[src/rtl/byte_packer.sv]
// byte_packer: drain stage for the byte FIFO. Pops dwidth-bit entries while
// the FIFO has data, packs nbytes consecutive entries into one wide word and
// presents it on a registered valid/ready output port.
//
// Optional feature macro: BYTE_PACKER_TIMEOUT_EN. When defined, a partial word
// is flushed after TIMEOUT idle cycles. When undefined, partial words are held
// until completed.
//
// Ports:
//   clk         in   single clock, rising edge
//   reset       in   synchronous reset, active low
//   fifo_dout   in   FIFO head entry, valid while fifo_rdy=1
//   fifo_rdy    in   FIFO not empty
//   fifo_pop    out  combinational pop strobe to the FIFO
//   word_out    out  packed word, entry 0 in the low lane
//   word_bytes  out  number of valid lanes in word_out
//   word_valid  out  output register holds a word
//   word_ready  in   consumer accepts word_out this cycle

// One accumulator lane: loads on its write strobe, clears when the word
// containing it leaves the accumulator.
module byte_packer_lane #(
  parameter int dwidth = 8
) (
  input  logic              clk,
  input  logic              reset,
  input  logic              ld,
  input  logic              clr,
  input  logic [dwidth-1:0] din,
  output logic [dwidth-1:0] lane
);
  logic [dwidth-1:0] lane_q, lane_d;

  always_comb begin
    lane_d = lane_q;
    if (clr)     lane_d = '0;
    else if (ld) lane_d = din;
  end

  always_ff @(posedge clk) begin
    if (!reset) lane_q <= '0;
    else        lane_q <= lane_d;
  end

  assign lane = lane_q;
endmodule

module byte_packer #(
  parameter int dwidth  = 8,
  parameter int nbytes  = 4,
  parameter int cwidth  = 3,
  parameter int TIMEOUT = 16,
  parameter int twidth  = 5
) (
  input  logic                     clk,
  input  logic                     reset,
  input  logic [dwidth-1:0]        fifo_dout,
  input  logic                     fifo_rdy,
  output logic                     fifo_pop,
  output logic [nbytes*dwidth-1:0] word_out,
  output logic [cwidth-1:0]        word_bytes,
  output logic                     word_valid,
  input  logic                     word_ready
);
  localparam int AW = nbytes - 1;  // accumulator lanes; the last entry goes straight to the output

  typedef enum logic {EMPTY = 1'b0, FULL = 1'b1} out_state_e;

  out_state_e                  out_state_q, out_state_d;
  logic [nbytes*dwidth-1:0]    word_q, word_d;
  logic [cwidth-1:0]           bytes_q, bytes_d;
  logic [cwidth-1:0]           acnt_q, acnt_d;
  logic [AW-1:0][dwidth-1:0]   acc;

  logic out_free, acc_open, pop, complete, flush, load;

  assign out_free = (out_state_q == EMPTY) | word_ready;
  assign acc_open = (acnt_q < cwidth'(AW));
  // Pop never looks at fifo_dout, so the FIFO sees no combinational path
  // from its own data back to its pop.
  assign pop      = reset & fifo_rdy & (acc_open | out_free);
  assign complete = pop & ~acc_open;
  assign load     = complete | flush;

  genvar gi;
  generate
    for (gi = 0; gi < AW; gi++) begin : g_lane
      byte_packer_lane #(.dwidth(dwidth)) u_lane (
        .clk   (clk),
        .reset (reset),
        .ld    (pop & (acnt_q == cwidth'(gi))),
        .clr   (load),
        .din   (fifo_dout),
        .lane  (acc[gi])
      );
    end
  endgenerate

`ifdef BYTE_PACKER_TIMEOUT_EN
  logic [twidth-1:0] idle_q, idle_d;

  // Lanes at and above acnt are already zero, so acc can be loaded as-is.
  assign flush = (idle_q == twidth'(TIMEOUT)) & out_free & ~pop & (acnt_q != '0);

  always_comb begin
    idle_d = idle_q;
    if (pop | flush | (acnt_q == '0))  idle_d = '0;
    else if (idle_q != twidth'(TIMEOUT)) idle_d = idle_q + twidth'(1);
  end

  always_ff @(posedge clk) begin
    if (!reset) idle_q <= '0;
    else        idle_q <= idle_d;
  end
`else
  logic unused_cfg;
  assign flush      = 1'b0;
  assign unused_cfg = ^{TIMEOUT, twidth};
`endif

  always_comb begin
    acnt_d      = acnt_q;
    word_d      = word_q;
    bytes_d     = bytes_q;
    out_state_d = out_state_q;

    if (complete) begin
      word_d  = {fifo_dout, acc};
      bytes_d = cwidth'(nbytes);
      acnt_d  = '0;
    end else if (flush) begin
      word_d  = {{dwidth{1'b0}}, acc};
      bytes_d = acnt_q;
      acnt_d  = '0;
    end else if (pop) begin
      acnt_d  = acnt_q + cwidth'(1);
    end

    case (out_state_q)
      EMPTY:   if (load) out_state_d = FULL;
      FULL:    if (word_ready && !load) out_state_d = EMPTY;
      default: out_state_d = EMPTY;
    endcase
  end

  always_ff @(posedge clk) begin
    if (!reset) begin
      out_state_q <= EMPTY;
      word_q      <= '0;
      bytes_q     <= '0;
      acnt_q      <= '0;
    end else begin
      out_state_q <= out_state_d;
      word_q      <= word_d;
      bytes_q     <= bytes_d;
      acnt_q      <= acnt_d;
    end
  end

  assign fifo_pop   = pop;
  assign word_out   = word_q;
  assign word_bytes = bytes_q;
  assign word_valid = (out_state_q == FULL);
endmodule

[config.mk]
export PLATFORM = sky130hd
export DESIGN_NAME = byte_packer
export DESIGN_NICKNAME = d
export VERILOG_FILES = /design/src/rtl/byte_packer.sv
export SDC_FILE = /design/constraint.sdc
export NUM_CORES = 1
export LEC_CHECK = 0
export ABC_CLOCK_PERIOD_IN_PS = 2100
export BUFFER_PORTS_ARGS = -buffer_cell sky130_fd_sc_hd__buf_2
export CAP_MARGIN = 20
export CORE_MARGIN = 10
export CORE_UTILIZATION = 47
export CTS_BUF_LIST = sky130_fd_sc_hd__clkbuf_8
export DETAILED_ROUTE_END_ITERATION = 12
export PLACE_DENSITY = 0.76
export SLEW_MARGIN = 20
export SYNTH_ARGS = -nofsm -noshare
export SYNTH_HDL_FRONTEND = slang
export SYNTH_SLANG_ARGS = --single-unit
[constraint.sdc]
create_clock -name clk -period 2.1 [get_ports clk]
set_input_delay 0.42 -clock clk [delete_from_list [all_inputs] [get_ports clk]]
set_output_delay 0.42 -clock clk [all_outputs]
set_load 0.05 [all_outputs]
==> results.json <==
{
  "ys_types": 27,
  "track_usage": 0.124,
  "synth-edff-count": 0,
  "async_flop_share": 0,
  "drive_gt1_frac": 0.282,
  "start_util": 0.482,
  "worstPathMaxFanout": 8,
  "synth.avg_cell_area_sq_um": 9.54,
  "grt_start_max_net_pins": 53,
  "path_class": "flop to primary output",
  "ys_top_cells_by_area": "dfxtp_1, mux2i_1, nand2_1",
  "avgViaCountPerCell": 4.72,
  "synth_top_family_by_area": "simple AND/OR/NAND/NOR gates",
  "hold_path.class": "input port to flop",
  "netlist_area_sq_um": 2460,
  "fp.dieW_microns": 92.4,
  "stdcell_count": 379,
  "synth_xor_area_frac": 0,
  "fin_crit_sh": 0.869,
  "syn_to_final_growth_pct": 18.7,
  "yosysTopAreaCell": "dfxtp_1",
  "cts.sinks": 61,
  "irDropWorstVdd_uv": 526,
  "die_y_microns": 92.4,
  "clockPowerShare": 0.480,
  "outcome": "completed",
  "drc": 0,
  "coreArea_sq_um": 5110,
  "fin_crit_ns": 1.83,
  "detail-route-antenna-nets": 0,
  "synth_most_common_cell": "nand2_1",
  "switchingPower_w": 0.000553,
  "power.internal_w": 0.00204,
  "fin_nets": 320,
  "synth-compound-area-share": 0.112,
  "required_ns": 1.68,
  "finalWeightedCongestion": 0.813,
  "cts_resized": 0,
  "rsz0062_at_grt": "no",
  "diodes": 0,
  "clkSlewWorstSetupHoldPaths_ns": 0.06,
  "clockBufferDepth": 2,
  "grt_pass1_vias": 1775,
  "grt_overflow": 0,
  "seq_power_share": 0.460,
  "cts_hold_buf": 0,
  "maxCapViolations": 0,
  "finalHoldViolCount": 0,
  "cts_root_buf": "clkbuf_8",
  "setup_viol": 0,
  "yosysWarnings": 0,
  "pwr-share-comb": 0.060,
  "fill_cells": 479,
  "yosys.area.top_type_share": 0.496,
  "synth_common_cells": "nand2_1, dfxtp_1, nor2_1",
  "rows": 26,
  "cp.arrival_ns": 1.41,
  "swShare": 0.213,
  "io_buffers": 46,
  "fmax_mhz": 548,
  "synth_cells": 258,
  "clock_latency_ns": 0.33,
  "drtIter0Drc": 72,
  "cts_tree": "yes",
  "dieArea_sq_um": 8530,
  "power_leakage_nw": 1.21,
  "io_pins": 49,
  "slew_headroom": 0.357,
  "cts_buffers": 9,
  "synthMuxAreaShare": 0.102,
  "finalSetupTns_ns": 0,
  "synth_fa_ha_area_frac": 0.0203,
  "r2r_setup_slack_ns": 0.38,
  "synthFlopType": "dfxtp_1",
  "p_per_area_nw_per_um2": 888,
  "routed_wl_microns": 5160,
  "dp_cells": 363,
  "dp_hpwl_microns": 3500,
  "grt_pass1_wl_microns": 8540,
  "worst_setup_path_end_kind": "primary output",
  "crit_path_start_kind": "flop",
  "fin_worst_skew_ns": 0.00723,
  "wl_per_cell_microns": 13.6,
  "yosysSeqAreaShare": 0.496,
  "h-tree-depth": 3,
  "synth-seq-cells": 61,
  "cts_setup_buffers": 0,
  "slew_violations": 0,
  "tightest_slew_ns": 0.964,
  "dr.pass1.iters": 4,
  "vias": 1789,
  "antenna_found_initial": 0,
  "synth-simple-area-share": 0.198
}
[power groups by stage]
| stage | sequential, W | clock (W) | combinational [W] |
|---|---|---|---|
| finish | 0.00119 | 0.00125 | 0.000156 |
| global route | 0.00120 | 0.00132 | 0.000171 |
| CTS | 0.00119 | 0.00126 | 0.000159 |
| detailed placement | 0.00122 | 0 | 0.000157 |
| global placement | 0.00122 | 0 | 0.000155 |
| floorplan | 0.00123 | 0 | 0.000111 |
[kinds of logic after synthesis]
logic type	after synthesis
buf+inv	21
mux	25
simple gates	103
flops	61
compound gates	43
other cells	1
fa+ha+maj	4
[layer usage]
layer  track usage  wire [microns]  up-vias
met5             0               0        -
met3        0.0525             295        5
met4        0.0578              45        0
met1         0.136            2260      822
met2         0.206            2560       26
li1              -               -      936
[layout make-up]
cell class,instances,area [sq um],share of cell area
Clock inverter,6,103,0.0351
Multi-Input combinational cell,177,1070,0.367
Sequential cell,61,1220,0.418
Inverter,2,7.51,0.00257
Tap cell,70,87.6,0.0300
Timing Repair Buffer,53,295,0.101
Clock buffer,10,138,0.0471
[cells in the final DEF (no fill, tap or decap), drive strengths merged]
| cell type | count |
|---|---|
| conb | 2 |
| o21ai | 36 |
| a31oi | 1 |
| nand2 | 66 |
| ha | 4 |
| clkbuf | 10 |
| bufinv | 3 |
| nor2b | 2 |
| and4b | 1 |
| buf | 53 |
| dfxtp | 61 |
| clkinv | 1 |
| a21oi | 3 |
| nand2b | 1 |
| nor4b | 3 |
| nor3 | 1 |
| nor3b | 1 |
| nor2 | 28 |
| mux2i | 25 |
| o21a | 3 |
| inv | 4 |
[state kept, by name (all words and copies together), names as in the netlist]
| signal | count |
|---|---|
| word_out | 32 |
| g_lane.u_lane.lane | 24 |
| acnt_q | 3 |
| word_bytes | 1 |
| word_valid | 1 |
[metrics by stage]
| step | total power (W) | hold WS, ns | area (sq um) | setup slack (ns) | utilization |
|---|---|---|---|---|---|
| floorplan | 0.00134 | 0.423 | 2470 | 0.295 | - |
| global placement | 0.00137 | 0.434 | 2680 | 0.383 | 0.525 |
| detailed placement | 0.00138 | 0.439 | 2680 | 0.368 | 0.525 |
| CTS | 0.00261 | 0.349 | 2920 | 0.253 | 0.573 |
| global route | 0.00268 | 0.369 | 2920 | 0.184 | 0.573 |
| finish | 0.00260 | 0.353 | 2920 | 0.274 | 0.573 |
[critical path: stages, from the launching register on]
cell and delay, ns:
dfxtp_1 0.40, a21oi_2 0.27, nor2_1 0.07, nor2_1 0.08, buf_2 0.26
[worst paths after layout]
| path | start | to | cells past startpoint |
|---|---|---|---|
| worst max-delay path | acnt_q[0]$_SDFFE_PP0P_ | fifo_pop | 4 |
| worst min register to register | word_out[12]$_SDFFE_PN0P_ | word_out[12]$_SDFFE_PN0P_ | 2 |
| worst min-delay path | fifo_dout[7] | word_out[31]$_SDFFE_PN0P_ | 3 |
| worst max register to register | acnt_q[0]$_SDFFE_PP0P_ | g_lane[1].u_lane.lane[0]$_SDFFE_PP0P_ | 3 |
(Power assumes the default switching activity.)
